### config.mk
export PLATFORM = sky130hd
export DESIGN_NAME = led_scroll_ctrl
export DESIGN_NICKNAME = d
export VERILOG_FILES = /design/src/rtl/led_scroll_pkg.sv /design/src/rtl/step_prescaler.sv /design/src/rtl/led_scroll_ctrl.sv
export SDC_FILE = /design/constraint.sdc
export NUM_CORES = 1
export LEC_CHECK = 0
export CAP_MARGIN = 20
export CORE_MARGIN = 10
export CORE_UTILIZATION = 51
export DETAILED_ROUTE_END_ITERATION = 6
export GPL_ROUTABILITY_DRIVEN = 1
export PLACE_DENSITY = 0.84
export SYNTH_ARGS = -nofsm -noshare
export SYNTH_HDL_FRONTEND = slang
export SYNTH_SLANG_ARGS = --single-unit
### constraint.sdc
create_clock -name clk -period 5.4 [get_ports clk]
set_input_delay 1.35 -clock clk [delete_from_list [all_inputs] [get_ports clk]]
set_output_delay 1.35 -clock clk [all_outputs]
set_load 0.02 [all_outputs]
### src/rtl/led_scroll_pkg.sv
// Shared encodings for the LED scroll controller: scroll modes and run/idle FSM states.
package led_scroll_pkg;

   typedef enum logic [1:0] {
      HOLD   = 2'b00,
      ROT_UP = 2'b01,
      ROT_DN = 2'b10,
      BOUNCE = 2'b11
   } mode_e;

   typedef enum logic {
      IDLE = 1'b0,
      RUN  = 1'b1
   } state_e;

endpackage

### src/rtl/step_prescaler.sv
// Divides enabled cycles by DIV; tick is combinational and marks the edge on which a step applies.
// clr restarts the count; the count holds (never clears) while run is low.
module step_prescaler #(
   parameter int DIV = 4
) (
   input  logic clk,
   input  logic rst,
   input  logic run,
   input  logic clr,
   output logic tick
);

   localparam int CW = (DIV > 1) ? $clog2(DIV) : 1;
   localparam logic [CW-1:0] CNT_MAX = CW'(DIV - 1);

   logic [CW-1:0] cnt_q, cnt_d;

   assign tick = run && !clr && (cnt_q == CNT_MAX);

   always_comb begin
      cnt_d = cnt_q;
      if (clr) begin
         cnt_d = '0;
      end else if (run) begin
         cnt_d = (cnt_q == CNT_MAX) ? '0 : cnt_q + 1'b1;
      end
   end

   always_ff @(posedge clk) begin
      if (rst) begin
         cnt_q <= '0;
      end else begin
         cnt_q <= cnt_d;
      end
   end

endmodule

### src/rtl/led_scroll_ctrl.sv
// Scrolling LED channel register: rotates/bounces NCH channels every DIV enabled cycles, with load insert.
// lout/step/dir are registered and change on the edge a step or load is applied.
module led_scroll_ctrl
   import led_scroll_pkg::*;
#(
   parameter int NCH = 4,
   parameter int W   = 8,
   parameter int DIV = 4
) (
   input  logic             clk,
   input  logic             rst,
   input  logic             enable,
   input  logic [1:0]       mode,
   input  logic             load,
   input  logic [W-1:0]     load_data,
   output logic [NCH*W-1:0] lout,
   output logic             step,
   output logic             dir
);

   localparam int PW = $clog2(NCH);
   localparam logic [PW-1:0] POS_MAX = PW'(NCH - 1);

   typedef logic [NCH-1:0][W-1:0] ch_t;

   state_e        state_q, state_d;
   ch_t           ch_q, ch_d;
   logic [PW-1:0] pos_q, pos_d;
   logic          dir_q, dir_d;
   logic          step_q, step_d;
   logic          tick;
   logic          eff_dn;
   ch_t           up_v, dn_v, ld_v;

   step_prescaler #(.DIV(DIV)) u_prescaler (
      .clk  (clk),
      .rst  (rst),
      .run  (enable),
      .clr  (load),
      .tick (tick)
   );

   assign up_v = {ch_q[NCH-2:0], ch_q[NCH-1]};
   assign dn_v = {ch_q[0], ch_q[NCH-1:1]};
   assign ld_v = {ch_q[NCH-2:0], load_data};

   // Bounce turns around at the ends regardless of the stored direction.
   assign eff_dn = (pos_q == POS_MAX) ? 1'b1 : (pos_q == '0) ? 1'b0 : dir_q;

   always_comb begin
      state_d = state_q;
      ch_d    = ch_q;
      pos_d   = pos_q;
      dir_d   = dir_q;
      step_d  = 1'b0;

      case (state_q)
         IDLE:    if (enable) state_d = RUN;
         RUN:     if (!enable) state_d = IDLE;
         default: state_d = IDLE;
      endcase

      if (load) begin
         ch_d  = ld_v;
         pos_d = '0;
         dir_d = 1'b0;
      end else if (tick) begin
         step_d = 1'b1;
         unique case (mode_e'(mode))
            HOLD: ;
            ROT_UP: begin
               ch_d  = up_v;
               dir_d = 1'b0;
            end
            ROT_DN: begin
               ch_d  = dn_v;
               dir_d = 1'b1;
            end
            BOUNCE: begin
               ch_d  = eff_dn ? dn_v : up_v;
               pos_d = eff_dn ? pos_q - 1'b1 : pos_q + 1'b1;
               // dir reports the way the next bounce step will go, so it flips on arrival at an end.
               dir_d = (pos_d == POS_MAX) ? 1'b1 : (pos_d == '0) ? 1'b0 : eff_dn;
            end
         endcase
      end
   end

   always_ff @(posedge clk) begin
      if (rst) begin
         state_q <= IDLE;
         pos_q   <= '0;
         dir_q   <= 1'b0;
         step_q  <= 1'b0;
         for (int k = 0; k < NCH; k++) begin
            ch_q[k] <= W'(k + 1);
         end
      end else begin
         state_q <= state_d;
         ch_q    <= ch_d;
         pos_q   <= pos_d;
         dir_q   <= dir_d;
         step_q  <= step_d;
      end
   end

   assign lout = ch_q;
   assign step = step_q;
   assign dir  = dir_q;

endmodule

---- Word-level counts from Yosys, hierarchy flattened ----
Cells that the tools add are included.
cells by class
  add/subtract/negate cells ............... 3
  equal/unequal tests ..................... 6
  mux-type cells .......................... 12
  reduce and logical (&&, ||, !) cells .... 12
operators with widths
  kind                 count
  $mux 32              3
  $pmux 32 s3          1
  $eq 2x2->1 const B   5
  $reduce_and 2->1     3
  $mux 1               5
  $add 2x1->2 const B  2
  $logic_not 2->1      2
  $mux 2               2
  $reduce_bool 4->1    1
  $pmux 1 s3           1
  $reduce_bool 3->1    1
  $eq 2x1->1 const B   1
  $logic_and 1x1->1    2
  $reduce_bool 2->1    1
  $reduce_or 2->1      1
  $sub 2x1->2 const B  1
  $logic_not 1->1      1
storage, ports and cells
  register bits after elaboration ......... 38
  word-level logic and storage cells ...... 41

---- Logic depth before layout (Yosys ltp) ----
  depth after elaboration ................. 8
  gate-level depth with buffers ........... 7
  depth with buffers taken out ............ 6

---- Hierarchy ----
From an unflattened synthesis, not the netlist that was laid out.
second synthesis, totals
  cell total of the unflattened synthesis .. 260
  area total of the unflattened synthesis .. 1994.4 um^2
by module, submodules not included
  module           times used  cells an instance  area each (um^2)  seq. area each (um^2)
  led_scroll_ctrl  1           251                1890.6            720.7
  step_prescaler   1           9                  103.8             40.0

---- Worst setup path before layout ----
No wires, ideal clock.
  kind .................................... input to register
  start point ............................. in mode[0]
  end point ............................... reg ch_q, in the netlist lout[18]
  library setup time ...................... 0.117 ns
  arrival time ............................ 2.517 ns
  setup slack ............................. 2.766 ns
  stages .................................. 7
  path through ............................ ha_1 buf_4 o211ai_1 a21oi_2 buf_2 a32oi_1 nand2_1
between the ends
  cells in the longest elaborated chain, start to end .. 4
  elaborated cells on any way between the ends .. 8
ends and longest elaborated chain
  what                                      line                    RTL
  start, declared                           led_scroll_ctrl.sv:13   input logic [1:0] mode,
  $eq 2x2->1 or $eq 2x1->1 (tied branches)  led_scroll_ctrl.sv:69   unique case (mode_e'(mode))
  $pmux 32 s3                               led_scroll_ctrl.sv:69
  $mux 32                                   led_scroll_ctrl.sv:67   end else if (tick) begin
  $mux 32                                   led_scroll_ctrl.sv:63   if (load) begin
  end signal, assigned by index             led_scroll_ctrl.sv:96   ch_q[k] <= W'(k + 1);
  end signal, assigned                      led_scroll_ctrl.sv:100  ch_q <= ch_d;
  end, declared                             led_scroll_ctrl.sv:27   ch_t ch_q, ch_d;
Parallel ways exist; a longest one is shown, timed or not. The select of a mux whose other input is x is not followed.
A chain may end at the register's enable or synchronous reset.

---- Worst setup path in the final report ----
  start point ............................. in mode[1]
  end point ............................... reg ch_q, in the netlist lout[23]
Same word-level chain as after synthesis.

==> flow_summary.json <==
{
  "max-slew-margin-rel_pct": 56.7,
  "pre_cts_ws_ns": 1.74,
  "ys_dominant_reg_cell": "dfxtp_1",
  "crit_path_max_incr_delay_ns": 0.56,
  "grt_pass1_wl_um": 7880,
  "drive_above_1_share_pct": 6.45,
  "tns_ns": 0,
  "grt.overflow.total": 0,
  "die_x_um": 78.2,
  "power_density_nw_per_um2": 238,
  "post-route-period-util_pct": 62.0,
  "maxCapViolations": 0,
  "ir_drop_mv": 0.160,
  "design.core.area_um2": 3310,
  "antenna_found_initial": 0,
  "syn_area_um2": 1730,
  "cp-start-kind": "primary input",
  "cts_root_buffer": "clkbuf_4",
  "postSynthAreaPerCell_um2": 8.42,
  "p_int_mw": 0.381,
  "period_needed_ns": 3.35,
  "first_pass_iters": 4,
  "regToRegEndpoint": "lout[23]",
  "setup.worst_path.class": "in2reg",
  "synth.distinct_cells": 29,
  "synth-seq-area-share_pct": 44.1,
  "yosys_warnings": 0,
  "die_height_um": 78.2,
  "clk_pin_slew_ns": 0.11,
  "setup_violations": 0,
  "wirelength_um": 4790,
  "drc": 0,
  "drv_slew": 0,
  "area_growth_syn_to_layout_pct": 31.2,
  "seq_power_share_pct": 56.7,
  "cts.sinks": 38,
  "final_cell_count_no_fill": 294,
  "place_hpwl_um": 3370,
  "cts_made_buffers": 5,
  "fmax_ghz": 0.299,
  "track_usage_pct": 15.5,
  "hp-start": "lout[20]",
  "worstPathMaxFanout": 30,
  "via_per_inst": 5.88,
  "fin_nets": 266,
  "synth_cells": 205,
  "cts_resized": 0,
  "io_buffers": 47,
  "synthArstFlopShare_pct": 0,
  "ant_nets": 0,
  "die-area_um2": 6110,
  "synth.net_count": 223,
  "drtIter0Drc": 211,
  "min_to": "lout[28]",
  "path_buf_inv": 2,
  "placed_cells": 287,
  "rsz0062_at_grt": "no",
  "num_io_pins": 48,
  "finalHoldViolCount": 0,
  "grt_pass1_vias": 1673,
  "r2r_start": "u_prescaler.cnt_q[0]",
  "comb_power_share_pct": 17.5,
  "p_switching_mw": 0.157,
  "crit_required_ns": 5.69,
  "crit_arrival_ns": 3.64,
  "cp_cell_sequence": "clkdlybuf4s50_1 -> ha_1 -> o211ai_1 -> a21oi_2 -> buf_4 -> a32oi_1 -> nand2_1",
  "rows": 21,
  "cp_top_family": "compound AO/OA/AOI/OAI gates",
  "synth-seq-cells": 38,
  "crit_path_end_kind": "register",
  "setup_ws_ns": 2.05,
  "status": "finished, final reports clean",
  "grt_max_degree": 33,
  "wl_per_cell_um": 16.3,
  "p_leak_nw": 0.896,
  "clock_path_buffers": 2,
  "insertedDiodeCount": 0,
  "rrSetupSlack_ns": 3.35,
  "worst_pin_slew_ns": 0.650,
  "p_sw_share_pct": 29.2,
  "postCtsSetupRepairBufs": 0,
  "power_mw": 0.538,
  "cts_tree": "built",
  "pwr-share-clk_pct": 25.8,
  "synth-edff-count": 0,
  "slowest_stage": "a21oi_2",
  "globalplace.congestion": 0.755,
  "fin_util_pct": 68.4,
  "skew_ns": 0.00423,
  "holdPathStages": 2,
  "htree_levels": 2,
  "ctsHoldBuffers": 0,
  "clkLatencyLatePin_ns": 0.34,
  "reg2reg_depth": 6,
  "start_util_pct": 52.1,
  "hold_class": "reg2reg",
  "vias": 1730
}
kinds of logic (layout without fill, tap and decap cells):
kind of cell	after synthesis	in the layout	share of synthesized area, %
adders and majority gates	5	5	3.55
muxes	1	1	0.580
xor gates and xnor gates	1	1	0.508
AOI/OAI and AO/OA	55	55	25.3
buffers and inverters	21	64	5.44
DFF	38	38	44.1
and+or+nand+nor	84	84	20.5
worst reg2reg max path, stage by stage, from the launching register on:
cell and delay [ns]:
dfxtp_1 0.37, ha_1 0.24, o211ai_1 0.18, a21oi_2 0.56
buf_4 0.41, a32oi_1 0.16, nand2_1 0.08
synth_stat cells, types with 2 or more instances:
| cell | number | area [µm²] |
|---|---|---|
| a21oi_1 | 5 | 25.0 |
| a211oi_1 | 8 | 60.1 |
| a31oi_1 | 5 | 31.3 |
| a221oi_1 | 7 | 61.3 |
| ha_1 | 4 | 50.1 |
| nor2_1 | 21 | 78.8 |
| dfxtp_1 | 38 | 761 |
| clkbuf_1 | 5 | 18.8 |
| o21bai_1 | 2 | 15.0 |
| inv_1 | 6 | 22.5 |
| nand3_1 | 20 | 100 |
| o21ai_0 | 3 | 15.0 |
| buf_2 | 9 | 45.0 |
| a32oi_1 | 20 | 175 |
| nand2_1 | 38 | 143 |
worst max path at each step:
stage,start,to,slack [ns],cells after the start
6_report,mode[1],lout[23],2.05,7
5_1_grt,mode[1],lout[12],1.85,7
4_1_cts,mode[1],lout[29],2.10,7
3_5_place_dp,mode[1],lout[28],1.74,7
3_3_place_gp,mode[1],lout[28],1.80,7
2_1_floorplan,mode[0],lout[18],2.77,7
power groups by stage:
stage	Clock, mW	Combinational [mW]	Sequential [mW]
CTS	0.140	0.0943	0.305
detailed placement	0	0.0938	0.311
global placement	0	0.0923	0.311
finish	0.139	0.0939	0.305
floorplan	0	0.0375	0.323
global route	0.152	0.102	0.307
state kept, by name, summed over array words and instances (netlist names):
| name | count |
|---|---|
| u_prescaler.cnt_q | 2 |
| pos_q | 2 |
| step | 1 |
| lout | 32 |
| dir | 1 |
per-layer routing:
metal / GRT usage [%] / routed length [µm]
met1: 17.8 / 2040
met2: 26.2 / 2400
met3: 5.24 / 299
met4: 5.38 / 59
met5: 0 / 0
cell type report:
type                            count  area (µm²)
Sequential cell                    38         761
Tap cell                           46        57.6
Inverter                            6        22.5
Multi-Input combinational cell    146         875
Clock buffer                        5        37.5
Fill cell                         293        1050
Timing Repair Buffer               51         500
Clock inverter                      2        10.0
cell usage in the layout (no fill, tap or decap), types with 2 or more instances in the layout:
master,count
a31oi_1,5
a21oi_1,4
ha_1,4
a32oi_1,20
dfxtp_1,38
nand3_1,20
a211oi_1,8
clkdlybuf4s50_1,47
o21ai_0,3
clkinv_2,2
a21oi_2,2
nand2_1,38
buf_4,4
clkbuf_4,5
a221oi_1,7
nor2_1,21
o21bai_1,2
inv_1,6
per-stage QoR:
| stage | hold slack (ns) | area, µm² |
|---|---|---|
| after floorplan | 0.465 | 1730 |
| after global placement | 0.477 | 2220 |
| after CTS | 0.492 | 2260 |
| after global routing | 0.527 | 2260 |
| after detailed placement | 0.474 | 2220 |
| final | 0.492 | 2260 |
No activity file was read; power rests on OpenSTA's default activity.
